$ cat src/rtl/cla_adder_if.sv
// cla_adder_if: operand/result bundle for the registered carry-lookahead adder.
//
// Handshake: valid-only, with no backpressure. The adder accepts a/b/c on every
// rising edge where in_valid=1. Exactly one cycle later it presents the result
// on sum/carry with out_valid=1. When out_valid=0, sum/carry keep the last result.
//
// Signals:
//   a, b      WIDTH  unsigned operands        (master -> slave)
//   c         1      carry-in                 (master -> slave)
//   in_valid  1      qualifies a/b/c          (master -> slave)
//   sum       WIDTH  registered sum           (slave -> master)
//   carry     1      registered carry-out     (slave -> master)
//   out_valid 1      registered result valid  (slave -> master)
interface cla_adder_if #(
  parameter int WIDTH = 4
);
  logic [WIDTH-1:0] a;
  logic [WIDTH-1:0] b;
  logic             c;
  logic             in_valid;
  logic [WIDTH-1:0] sum;
  logic             carry;
  logic             out_valid;

  modport master (
    output a, b, c, in_valid,
    input  sum, carry, out_valid
  );

  modport slave (
    input  a, b, c, in_valid,
    output sum, carry, out_valid
  );
endinterface

$ cat src/rtl/cla_adder.sv
// cla_adder: registered WIDTH-bit carry-lookahead adder, {carry,sum} = a + b + c.
// The adder uses per-bit generate/propagate terms and 4-bit lookahead groups.
// Group carries chain from one group to the next. The result is captured on the
// rising clk edge. There is no combinational path from the inputs to the outputs.
//
// Ports:
//   clk  rising-edge clock
//   rst  asynchronous active-high reset; clears sum, carry and out_valid
//   bus  cla_adder_if slave modport (a, b, c, in_valid in; sum, carry, out_valid out)
module cla_adder #(
  parameter int WIDTH = 4
) (
  input  logic        clk,
  input  logic        rst,
  cla_adder_if.slave  bus
);
  localparam int GROUPS = WIDTH / 4;

  if ((WIDTH <= 0) || ((WIDTH % 4) != 0)) begin : g_bad_width
    $error("cla_adder: WIDTH must be a positive multiple of 4");
  end

  logic [WIDTH-1:0]  g;
  logic [WIDTH-1:0]  p;
  logic [WIDTH-1:0]  cbit;     // carry into each bit position
  logic [GROUPS-1:0] grp_g;
  logic [GROUPS-1:0] grp_p;
  logic [GROUPS:0]   gcin;     // carry into each group; gcin[GROUPS] is carry-out
  logic [WIDTH-1:0]  sum_next;
  logic              carry_next;

  always_comb begin
    logic [3:0] gk;
    logic [3:0] pk;
    logic       ci;
    g          = bus.a & bus.b;
    p          = bus.a ^ bus.b;
    cbit       = '0;
    grp_g      = '0;
    grp_p      = '0;
    gcin       = '0;
    gk         = '0;
    pk         = '0;
    ci         = 1'b0;
    gcin[0]    = bus.c;
    for (int k = 0; k < GROUPS; k++) begin
      gk = g[4*k +: 4];
      pk = p[4*k +: 4];
      ci = gcin[k];
      // Each in-group carry is a flat sum of products. No carry ripples inside a group.
      cbit[4*k]   = ci;
      cbit[4*k+1] = gk[0] | (pk[0] & ci);
      cbit[4*k+2] = gk[1] | (pk[1] & gk[0]) | (pk[1] & pk[0] & ci);
      cbit[4*k+3] = gk[2] | (pk[2] & gk[1]) | (pk[2] & pk[1] & gk[0])
                  | (pk[2] & pk[1] & pk[0] & ci);
      grp_g[k]    = gk[3] | (pk[3] & gk[2]) | (pk[3] & pk[2] & gk[1])
                  | (pk[3] & pk[2] & pk[1] & gk[0]);
      grp_p[k]    = &pk;
      gcin[k+1]   = grp_g[k] | (grp_p[k] & ci);
    end
    sum_next   = p ^ cbit;
    carry_next = gcin[GROUPS];
  end

  always_ff @(posedge clk or posedge rst) begin
    if (rst) begin
      bus.sum       <= '0;
      bus.carry     <= 1'b0;
      bus.out_valid <= 1'b0;
    end else begin
      bus.out_valid <= bus.in_valid;
      if (bus.in_valid) begin
        bus.sum   <= sum_next;
        bus.carry <= carry_next;
      end
    end
  end
endmodule

$ cat src/flat_wrapper.sv
// flat-port wrapper written by rule: the top's interface ports become plain ports
module cla_adder_flat 
#(
  parameter int WIDTH = 4
)
  (clk, rst, bus_a, bus_b, bus_c, bus_in_valid, bus_sum, bus_carry, bus_out_valid);
  cla_adder_if #(.WIDTH(WIDTH)) bus_i ();
  input  logic clk;
  input  logic rst;
  input wire logic [$bits(bus_i.a)-1:0] bus_a;
  input wire logic [$bits(bus_i.b)-1:0] bus_b;
  input wire logic [$bits(bus_i.c)-1:0] bus_c;
  input wire logic [$bits(bus_i.in_valid)-1:0] bus_in_valid;
  output wire logic [$bits(bus_i.sum)-1:0] bus_sum;
  output wire logic [$bits(bus_i.carry)-1:0] bus_carry;
  output wire logic [$bits(bus_i.out_valid)-1:0] bus_out_valid;
  assign bus_i.a = bus_a;
  assign bus_i.b = bus_b;
  assign bus_i.c = bus_c;
  assign bus_i.in_valid = bus_in_valid;
  assign bus_sum = bus_i.sum;
  assign bus_carry = bus_i.carry;
  assign bus_out_valid = bus_i.out_valid;
  cla_adder #(.WIDTH(WIDTH)) u_core (.clk(clk), .rst(rst), .bus(bus_i));
endmodule
$ cat config.mk
export PLATFORM = sky130hd
export DESIGN_NAME = cla_adder_flat
export DESIGN_NICKNAME = d
export VERILOG_FILES = /design/src/rtl/cla_adder_if.sv /design/src/rtl/cla_adder.sv /design/src/flat_wrapper.sv
export SDC_FILE = /design/constraint.sdc
export NUM_CORES = 1
export LEC_CHECK = 0
export CAP_MARGIN = 20
export CELL_PAD_IN_SITES_DETAIL_PLACEMENT = 0
export CELL_PAD_IN_SITES_GLOBAL_PLACEMENT = 1
export CORE_MARGIN = 2
export CORE_UTILIZATION = 30
export CTS_BUF_LIST = sky130_fd_sc_hd__clkbuf_8
export DETAILED_ROUTE_END_ITERATION = 16
export GPL_ROUTABILITY_DRIVEN = 0
export PLACE_DENSITY_LB_ADDON = 0.1
export SLEW_MARGIN = 10
export SYNTH_ARGS = -nofsm -noshare
export SYNTH_HDL_FRONTEND = slang
export SYNTH_SLANG_ARGS = --single-unit
$ cat constraint.sdc
create_clock -name clk -period 1.5 [get_ports clk]
set_clock_uncertainty 0.05 [all_clocks]
set_input_delay 0.45 -clock clk [delete_from_list [all_inputs] [get_ports clk]]
set_output_delay 0.45 -clock clk [all_outputs]
set_load 0.01 [all_outputs]
==> results.sh, run 1 <==
export IMPL_timing_hold_ws_ps=395
export IMPL_power_frac_clock_pct=36.7
export IMPL_clk_pin_slew_ps=40
export IMPL_worstPathMaxFanout=5
export IMPL_critical_path_buf_inv_count=2
export IMPL_cp_data_required_time_ps=1600
export IMPL_syn_nets=58
export IMPL_slowest_stage="or3_2"
export IMPL_synth_seq_cells=6
export IMPL_drcViolationCount=0
export IMPL_synthTopCellsByCount="dfrtp_1 (6), inv_1 (5), ha_1 (4)"
export IMPL_p_switching_uw=175
export IMPL_crit_type="in2reg"
export IMPL_crit_chain="dlygate4sd2_1, ha_4, buf_6, or3_2, nand4_1"
export IMPL_synth_edff_count=0
export IMPL_grt_max_degree=7
export IMPL_r2r_start="u_core.bus.sum[3]$_DFFE_PP0P_"
export IMPL_cts_root_buffer_cell="clkbuf_8"
export IMPL_vias_per_cell=5.13
export IMPL_p_sw_share_pct=26.8
export IMPL_hold_viol_final=0
export IMPL_grt_pass1_wl_um=1570
export IMPL_tightestPinTransition_ps=309
export IMPL_drive_above_1_share_pct=44.8
export IMPL_cts_buffers=3
export IMPL_crit_path_start_kind="primary input"
export IMPL_place_hpwl_um=851
export IMPL_grt_antenna_before_repair=0
export IMPL_avgSynthCellArea_um2=10.2
export IMPL_cts_htree_levels=1
export IMPL_ys_seq_area_share_pct=36.0
export IMPL_fp_coreArea_um2=1300
export IMPL_cellPowerDensity_nw_per_um2=885
export IMPL_max_cap_viol_count=0
export IMPL_end_kind="register"
export IMPL_wire_per_inst_um=13.1
export IMPL_netlist_area_um2=417
export IMPL_p_int_uw=478
export IMPL_postRouteAntennaNets=0
export IMPL_ys_types=25
export IMPL_wirelength_um=1080
export IMPL_dp_cells=79
export IMPL_clk_path_buf_depth=2
export IMPL_grt_pass1_vias=379
export IMPL_fin_crit_ps=1470
export IMPL_die_area_um2=1700
export IMPL_die_x_um=41.3
export IMPL_yosys_area_top_type="dfrtp_1"
export IMPL_drtIter0Drc=4
export IMPL_max_slew_margin_pct=79.4
export IMPL_drv_slew=0
export IMPL_p_seq_share_pct=30.8
export IMPL_ys_flop_type="dfrtp_1"
export IMPL_cp_top_family="simple AND/OR/NAND/NOR gates"
export IMPL_yosysMostFrequentCell="dfrtp_1"
export IMPL_setup_viol=0
export IMPL_slowest_delay_ps=400
export IMPL_fin_crit_sh_pct=97.9
export IMPL_num_vias=421
export IMPL_grt_overflow_total=0
export IMPL_start_util_pct=32.0
export IMPL_synth_top_area_share_pct=36.0
export IMPL_rsz0062_at_grt="false"
export IMPL_dr_pass1_iters=4
export IMPL_yosys_warnings=0
export IMPL_cts_sinks=6
export IMPL_pin_count=18
export IMPL_instances_no_fill=82
export IMPL_ff2ff_path_depth=2
export IMPL_vdd_ir_drop_max_uv=411
export IMPL_critPathArrivalTime_ps=1570
export IMPL_ys_top_cells_by_area="dfrtp_1 (36%), ha_1 (12%), fa_1 (4.8%)"
export IMPL_rows=13
export IMPL_synth_cells=41
export IMPL_min_path_type="in2async"
export IMPL_async_flop_share_pct=100
export IMPL_diodes=0
export IMPL_clk_latency_ps=220
export IMPL_io_buffers=17
export IMPL_syn_to_final_growth_pct=76.9
export IMPL_track_usage_pct=15.7
export IMPL_fin_nets=86
export IMPL_p_leak_nw=0.348
export IMPL_reg2reg_slack_ps=600
export IMPL_outcome="complete, no violations"
export IMPL_max_freq_ghz=0.681
export IMPL_die_h_um=41.3
export IMPL_cts_tree="done"
export IMPL_pwr_share_comb_pct=32.5
export IMPL_r2r_end="u_core.bus.sum[3]$_DFFE_PP0P_"
export IMPL_post_cts_setup_buffers=0
-- cell type report --
cell class / count / area [um^2]
tap: 15 / 18.8
timing repair buffer: 24 / 194
clock buffer: 3 / 41.3
inverter: 7 / 30.0
multi-input combinational: 27 / 303
fill: 127 / 564
sequential: 6 / 150
-- metrics by stage --
stage / setup WS, ps / util [%] / cell area, um^2 / TNS (ps) / power, mW
after floorplan: 31.8 / - / 442 / 0 / 0.297
after global placement: -486 / 51.6 / 672 / -2100 / 0.411
after detailed placement: -515 / 51.6 / 672 / -2280 / 0.420
after CTS: 5.00 / 55.3 / 719 / 0 / 0.648
after global routing: 8.25 / 56.6 / 737 / 0 / 0.698
final: 31.7 / 56.6 / 737 / 0 / 0.653
-- worst max-delay path by stage --
stage,from,endpoint,slack (ps),depth (start not counted)
finish,bus_a[2],u_core.bus.sum[2]$_DFFE_PP0P_,30,5
global route,bus_a[2],u_core.bus.sum[2]$_DFFE_PP0P_,8,5
CTS,bus_b[2],u_core.bus.sum[2]$_DFFE_PP0P_,5,5
detailed placement,bus_c,u_core.bus.sum[1]$_DFFE_PP0P_,-510,5
global placement,bus_c,u_core.bus.sum[1]$_DFFE_PP0P_,-490,5
floorplan,bus_b[0],u_core.bus.sum[3]$_DFFE_PP0P_,30,4
-- flip-flops by register name (all words and copies together), names as in the netlist --
| signal | cells |
|---|---|
| u_core.bus.sum | 4 |
| u_core.bus.carry | 1 |
| u_core.bus.out_valid | 1 |
-- cells in the final DEF, fill, tap and decap left out, drive strengths merged, types with 2 or more instances in the layout --
master | synthesis | routed
buf | 1 | 8
clkbuf | 0 | 6
dfrtp | 6 | 6
dlygate4sd2 | 0 | 11
ha | 4 | 4
inv | 6 | 6
nand2 | 3 | 3
nand3 | 2 | 2
o21ai | 2 | 2
-- kinds of logic (layout without fill, tap and decap cells) --
family / count (synthesis) / after routing / share of synthesized area [%]
AO/OA/AOI/OAI: 8 / 8 / 14.1
XOR/XNOR: 1 / 1 / 2.10
adder cells (fa/ha/maj): 5 / 5 / 16.8
buffers and inverters: 8 / 34 / 9.61
flip-flops: 6 / 6 / 36.0
multiplexers: 2 / 2 / 5.11
AND/OR/NAND/NOR: 11 / 11 / 16.2
-- per-layer routing --
layer  track usage [%]  wire length [um]
met5                 0                 0
met1              15.0               417
met3              3.26                65
met2              27.3               541
met4              14.5                53
-- power by group through the flow --
stage                     Sequential (mW)  Combinational, mW  Clock, mW
after floorplan                     0.216             0.0813          0
after global placement              0.203              0.208          0
after detailed placement            0.204              0.215          0
after CTS                           0.201              0.198      0.248
after global routing                0.205              0.234      0.259
final                               0.201              0.212      0.239
-- repair_timing --
| item | 4_1_cts | 5_1_grt |
|---|---|---|
| hold buffers | 0 | 0 |
| resized for setup | 25 | 13 |
| hold endpoints to repair | 0 | 0 |
| setup endpoints to repair | 11 | 4 |
| pin swaps | 7 | 6 |
Note: power is estimated with default switching activity, not from simulation.
==> inputs of run 2 (changes only) <==
--- a/config.mk
+++ b/config.mk
@@ -10,3 +10,3 @@
 export CELL_PAD_IN_SITES_GLOBAL_PLACEMENT = 1
-export CORE_MARGIN = 2
+export CORE_MARGIN = 3
 export CORE_UTILIZATION = 30
==> constraint.sdc (replaced) <==
create_clock -name clk -period 1.5 [get_ports clk]
set_clock_uncertainty 0.05 [all_clocks]
set_input_delay 0.3 -clock clk [delete_from_list [all_inputs] [get_ports clk]]
set_output_delay 0.3 -clock clk [all_outputs]
set_load 0.01 [all_outputs]
==> run 2 against run 1 <==
Compared with the run above: flip-flop and latch count is the same; hold slack worse by 150 ps; core utilization increased by 3.7 points; first-iteration DRC count down 25%; critical path type is now reg2out; largest cell class unchanged; largest power group unchanged.
==> results.sh, run 2 (same netlist as run 1, synthesis figures left out) <==
export IMPL_clk_pin_slew_ps=30
export IMPL_m1WireLength_um=367
export IMPL_layout_common_cells="dlygate4sd2_1 (10), buf_4 (8), clkdlybuf4s50_1 (7)"
export IMPL_r2r_end="u_core.bus.sum[3]$_DFFE_PP0P_"
export IMPL_cp_data_required_time_ps=1150
export IMPL_wl_met3_um=71
export IMPL_cts_sinks=6
export IMPL_crit_type="reg2out"
export IMPL_grt_overflow_total=0
export IMPL_top_regs="u_core.bus.sum: 4 flops, u_core.bus.carry: 1 flops, u_core.bus.out_valid: 1 flops"
export IMPL_grt_pass1_wl_um=1870
export IMPL_timing_hold_ws_ps=249
export IMPL_tightestPinTransition_ps=264
export IMPL_setup_viol=0
export IMPL_critical_path_buf_inv_count=1
export IMPL_max_slew_margin_pct=82.4
export IMPL_grt_pass1_vias=469
export IMPL_drive_above_1_share_pct=29.4
export IMPL_dp_slack_ps=-406
export IMPL_worstPathMaxFanout=2
export IMPL_p_leak_nw=0.340
export IMPL_critPathArrivalTime_ps=1100
export IMPL_reg2reg_slack_ps=550
export IMPL_min_path_type="in2async"
export IMPL_finalSetupTns_ps=0
export IMPL_largest_register="u_core.bus.sum"
export IMPL_crit_path_start_kind="register"
export IMPL_route_met2_wl_um=560
export IMPL_fin_crit_sh_pct=96.9
export IMPL_max_freq_ghz=0.688
export IMPL_track_usage_pct=12.7
export IMPL_largest_reg_flops=4
export IMPL_fillers=112
export IMPL_post_cts_setup_buffers=0
export IMPL_r2r_start="u_core.bus.sum[3]$_DFFE_PP0P_"
export IMPL_clk_latency_ps=220
export IMPL_final_area_um2=724
export IMPL_max_cap_viol_count=0
export IMPL_diodes=0
export IMPL_cp_top_family="buffers and inverters"
export IMPL_place_hpwl_um=892
export IMPL_clk_path_buf_depth=2
export IMPL_postRouteAntennaNets=0
export IMPL_fin_crit_ps=1450
export IMPL_vdd_ir_drop_max_uv=337
export IMPL_syn_to_final_growth_pct=73.9
export IMPL_fp_coreArea_um2=1200
export IMPL_outcome="complete, no violations"
export IMPL_rsz0062_at_grt="false"
export IMPL_fin_nets=87
export IMPL_die_h_um=43.3
export IMPL_start_util_pct=34.7
export IMPL_dpl_cell_area_um2=653
export IMPL_wirelength_um=1000
export IMPL_num_vias=413
export IMPL_hold_viol_final=0
export IMPL_top_layer="met3"
export IMPL_cp_depth=1
export IMPL_timing_final_ws_setup_ps=47.1
export IMPL_cts_root_buffer_cell="clkbuf_8"
export IMPL_crit_path_start="u_core.bus.sum[3]$_DFFE_PP0P_"
export IMPL_die_x_um=43.3
export IMPL_cellPowerDensity_nw_per_um2=897
export IMPL_holdBufCountCts=0
export IMPL_vias_per_cell=5.04
export IMPL_rows=12
export IMPL_crit_chain="clkdlybuf4s50_1"
export IMPL_cts_tree="done"
export IMPL_slowest_stage="clkdlybuf4s50_1"
export IMPL_grt_max_degree=7
export IMPL_wire_per_inst_um=12.2
export IMPL_cts_resized=15
export IMPL_cts_buffers=3
export IMPL_multi_input_area_um2=269
export IMPL_drcViolationCount=0
export IMPL_drtIter0Drc=3
export IMPL_slowest_delay_ps=540
export IMPL_power_uw=650
export IMPL_pin_count=18
export IMPL_ff2ff_path_depth=2
export IMPL_cts_htree_levels=1
export IMPL_grt_antenna_before_repair=0
export IMPL_regArea_um2=150
export IMPL_drv_slew=0
export IMPL_mostFrequentLayoutCell="dlygate4sd2_1"
export IMPL_io_buffers=17
export IMPL_die_area_um2=1870
export IMPL_end_kind="output pin"
export IMPL_dr_pass1_iters=4
[run 2: final cells by class]
cell class,count,share of cell area (%)
inverter,7,3.97
clock buffer,3,5.70
multi-input combinational,27,37.1
timing repair buffer,25,30.1
tap,14,2.42
sequential,6,20.7
[run 2: worst max path at each step]
stage	endpoint	slack, ps
6_report	bus_sum[3]	50
5_1_grt	bus_sum[0]	10
4_1_cts	bus_sum[3]	30
3_5_place_dp	u_core.bus.sum[2]$_DFFE_PP0P_	-410
3_3_place_gp	u_core.bus.sum[1]$_DFFE_PP0P_	-370
2_1_floorplan	u_core.bus.sum[3]$_DFFE_PP0P_	80
[run 2: power by group]
group / internal, mW / switching (mW)
Combinational: 0.129 / 0.0872
Sequential: 0.189 / 0.0132
Clock: 0.172 / 0.0604
Total: 0.489 / 0.161
[run 2: metrics by stage]
step                util (%)  instances
finish                  60.3         82
global placement        54.4         79
global route            60.3         82
floorplan                  -         41
detailed placement      54.4         79
CTS                     60.3         82
[run 2: per-layer routing]
layer  vias up  GRT usage [%]
li1        204              -
met1       194           13.1
met2        15           24.5
met3         0           4.24
met4         0           1.81
met5         -              0
==> variant: new RTL, flow settings as in run 2 <==
Reset style: synchronous (`rst`), changed in one clocked block. Comments in the files are not updated.
--- a/src/rtl/cla_adder.sv
+++ b/src/rtl/cla_adder.sv
@@ -64,3 +64,3 @@
 
-  always_ff @(posedge clk or posedge rst) begin
+  always_ff @(posedge clk) begin
     if (rst) begin
Check against the original RTL: differs if rst is asserted again (counterexample within 4 cycles, from zero or initial values and one cycle with rst high); with rst held inactive, the same outputs for 10 cycles.
==> variant against run 2 <==
  * The run now ends with setup timing left
  * Total power shrank 3.1%
  * Wire length grew 9.9%
  * Design area grew 1.9%
  * Sequential cell count is the same
  * Global-route usage grew 0.49 points
  * Area after synthesis shrank 4.8%
  * Worst setup slack lost 0.053 ns
  * Sequential power shrank 10%
==> variant: results <==
set metrics [dict create \
    viasPerCell 5.08 \
    worstHoldStart "u_core.bus.sum[2]$_SDFFE_PP0P_" \
    syn-instance-count 44 \
    yosysSeqAreaShare_pct 30.3 \
    cpPeakStageDelay_ns 0.45 \
    fin_cells 84 \
    grt_pass1_vias 423 \
    hpwl_um 786 \
    r2r_end "u_core.bus.sum[3]$_SDFFE_PP0P_" \
    ys_types 26 \
    wire_per_inst_um 13.1 \
    cp_max_fo 2 \
    grt_pass1_wl_um 1790 \
    r2r_setup_slack_ns 0.68 \
    fillers 109 \
    drcViolationCount 0 \
    status "finished with violations" \
    fin_ws_ns -0.00598 \
    dieArea_sq_um 1790 \
    synthFlopType "dfxtp_1" \
    grt_max_degree 9 \
    grt_use_met2_pct 21.3 \
    irDropWorstVdd_mv 0.447 \
    drtIter0Drc 6 \
    grt_use_total_pct 13.2 \
    syn_nets 61 \
    swShare_pct 25.6 \
    async_reset_ff_share_pct 0 \
    dpl.cell_count 81 \
    worst_pin_slew_ns 0.325 \
    use_met1_pct 15.3 \
    place_ws_ns -0.372 \
    postCtsSetupRepairBufs 0 \
    drive_gt1_share_pct 31.4 \
    failed_checks "setup timing" \
    worstHoldPathType "reg -> reg" \
    ys_top_cells_by_area "dfxtp_1 30%, ha_1 13%, inv_1 5.7%" \
    insertion_delay_ns 0.22 \
    reg2reg_from "u_core.bus.sum[3]$_SDFFE_PP0P_" \
    layout.nets 89 \
    antenna_found_initial 0 \
    use_met3_pct 7.73 \
    cellLeakagePower_nw 0.316 \
    synthTopCellsByCount "6 x dfxtp_1, 6 x inv_1, 5 x nor2_1, 4 x ha_1, 2 x nor3b_1" \
    crit_arrival_ns 1.55 \
    setup_viol 1 \
]
variant: changes by cell type after synthesis, moves of 2 or more:
cell | before | now
dfrtp_1 | 6 | 0
dfxtp_1 | 0 | 6
nor2_1 | 0 | 5
nand2_1 | 3 | 0
nor3b_1 | 0 | 2
variant: kinds of logic after synthesis:
| family | after synthesis | synth area share [%] |
|---|---|---|
| xor+xnor | 1 | 2.21 |
| fa+ha+maj | 5 | 17.7 |
| compound gates | 10 | 20.2 |
| mux | 1 | 2.52 |
| flops | 6 | 30.3 |
| buf+inv | 8 | 8.83 |
| simple gates | 13 | 18.3 |
variant: area by class of cell:
cell class | count | area, sq um | area share (%)
Sequential cell | 6 | 120 | 16.3
Clock buffer | 3 | 41.3 | 5.59
Timing Repair Buffer | 25 | 231 | 31.4
Tap cell | 14 | 17.5 | 2.37
Multi-Input combinational cell | 30 | 305 | 41.4
Inverter | 6 | 22.5 | 3.05
variant: how the worst max path moves through the flow:
stage | end | startpoint | cells after the start | slack [ns]
finish | u_core.bus.sum[3]$_SDFFE_PP0P_ | bus_b[2] | 6 | -0.006
global route | u_core.bus.sum[3]$_SDFFE_PP0P_ | bus_a[2] | 6 | -0.07
CTS | u_core.bus.sum[1]$_SDFFE_PP0P_ | bus_c | 6 | 0.006
detailed placement | u_core.bus.carry$_SDFFE_PP0P_ | bus_b[0] | 5 | -0.37
global placement | u_core.bus.carry$_SDFFE_PP0P_ | bus_b[0] | 5 | -0.35
floorplan | u_core.bus.carry$_SDFFE_PP0P_ | bus_b[0] | 4 | 0.12
variant: power groups by stage:
stage          Clock, mW  Combinational [mW]  Sequential, mW
3_3_place_gp           0               0.174           0.184
5_1_grt            0.261               0.222           0.183
2_1_floorplan          0              0.0734           0.191
6_report           0.245               0.204           0.181
3_5_place_dp           0               0.175           0.184
4_1_cts            0.254               0.192           0.181
variant: per-layer routing:
layer / vias up / wire length, um / share of wire (%)
met4: 0 / 0 / 0
met3: 0 / 93 / 8.5
met5: - / 0 / 0
met1: 198 / 470 / 43
li1: 212 / - / -
met2: 17 / 535 / 49
variant: stage by stage:
stage               cell area, sq um  hold WS (ns)  utilization (%)  setup TNS [ns]
floorplan                        397         0.446                -               0
global placement                 632         0.418             54.0           -1.42
detailed placement               632         0.422             54.0           -1.47
CTS                              707         0.426             60.4               0
global route                     738         0.455             63.0         -0.0652
finish                           738         0.424             63.0        -0.00598
variant: timing repair:
action / CTS / global route
pin swaps: 4 / 1
endpoints found under the hold margin: 0 / 0
endpoints found under the setup margin: 4 / 4
resized for setup: 9 / 6
gates cloned: 0 / 0
variant: critical path: cells and delay by family:
kind | cells | cell delay, ns
buf+inv | 2 | 0.58
fa+ha+maj | 1 | 0.30
compound gates | 2 | 0.25
simple gates | 1 | 0.12
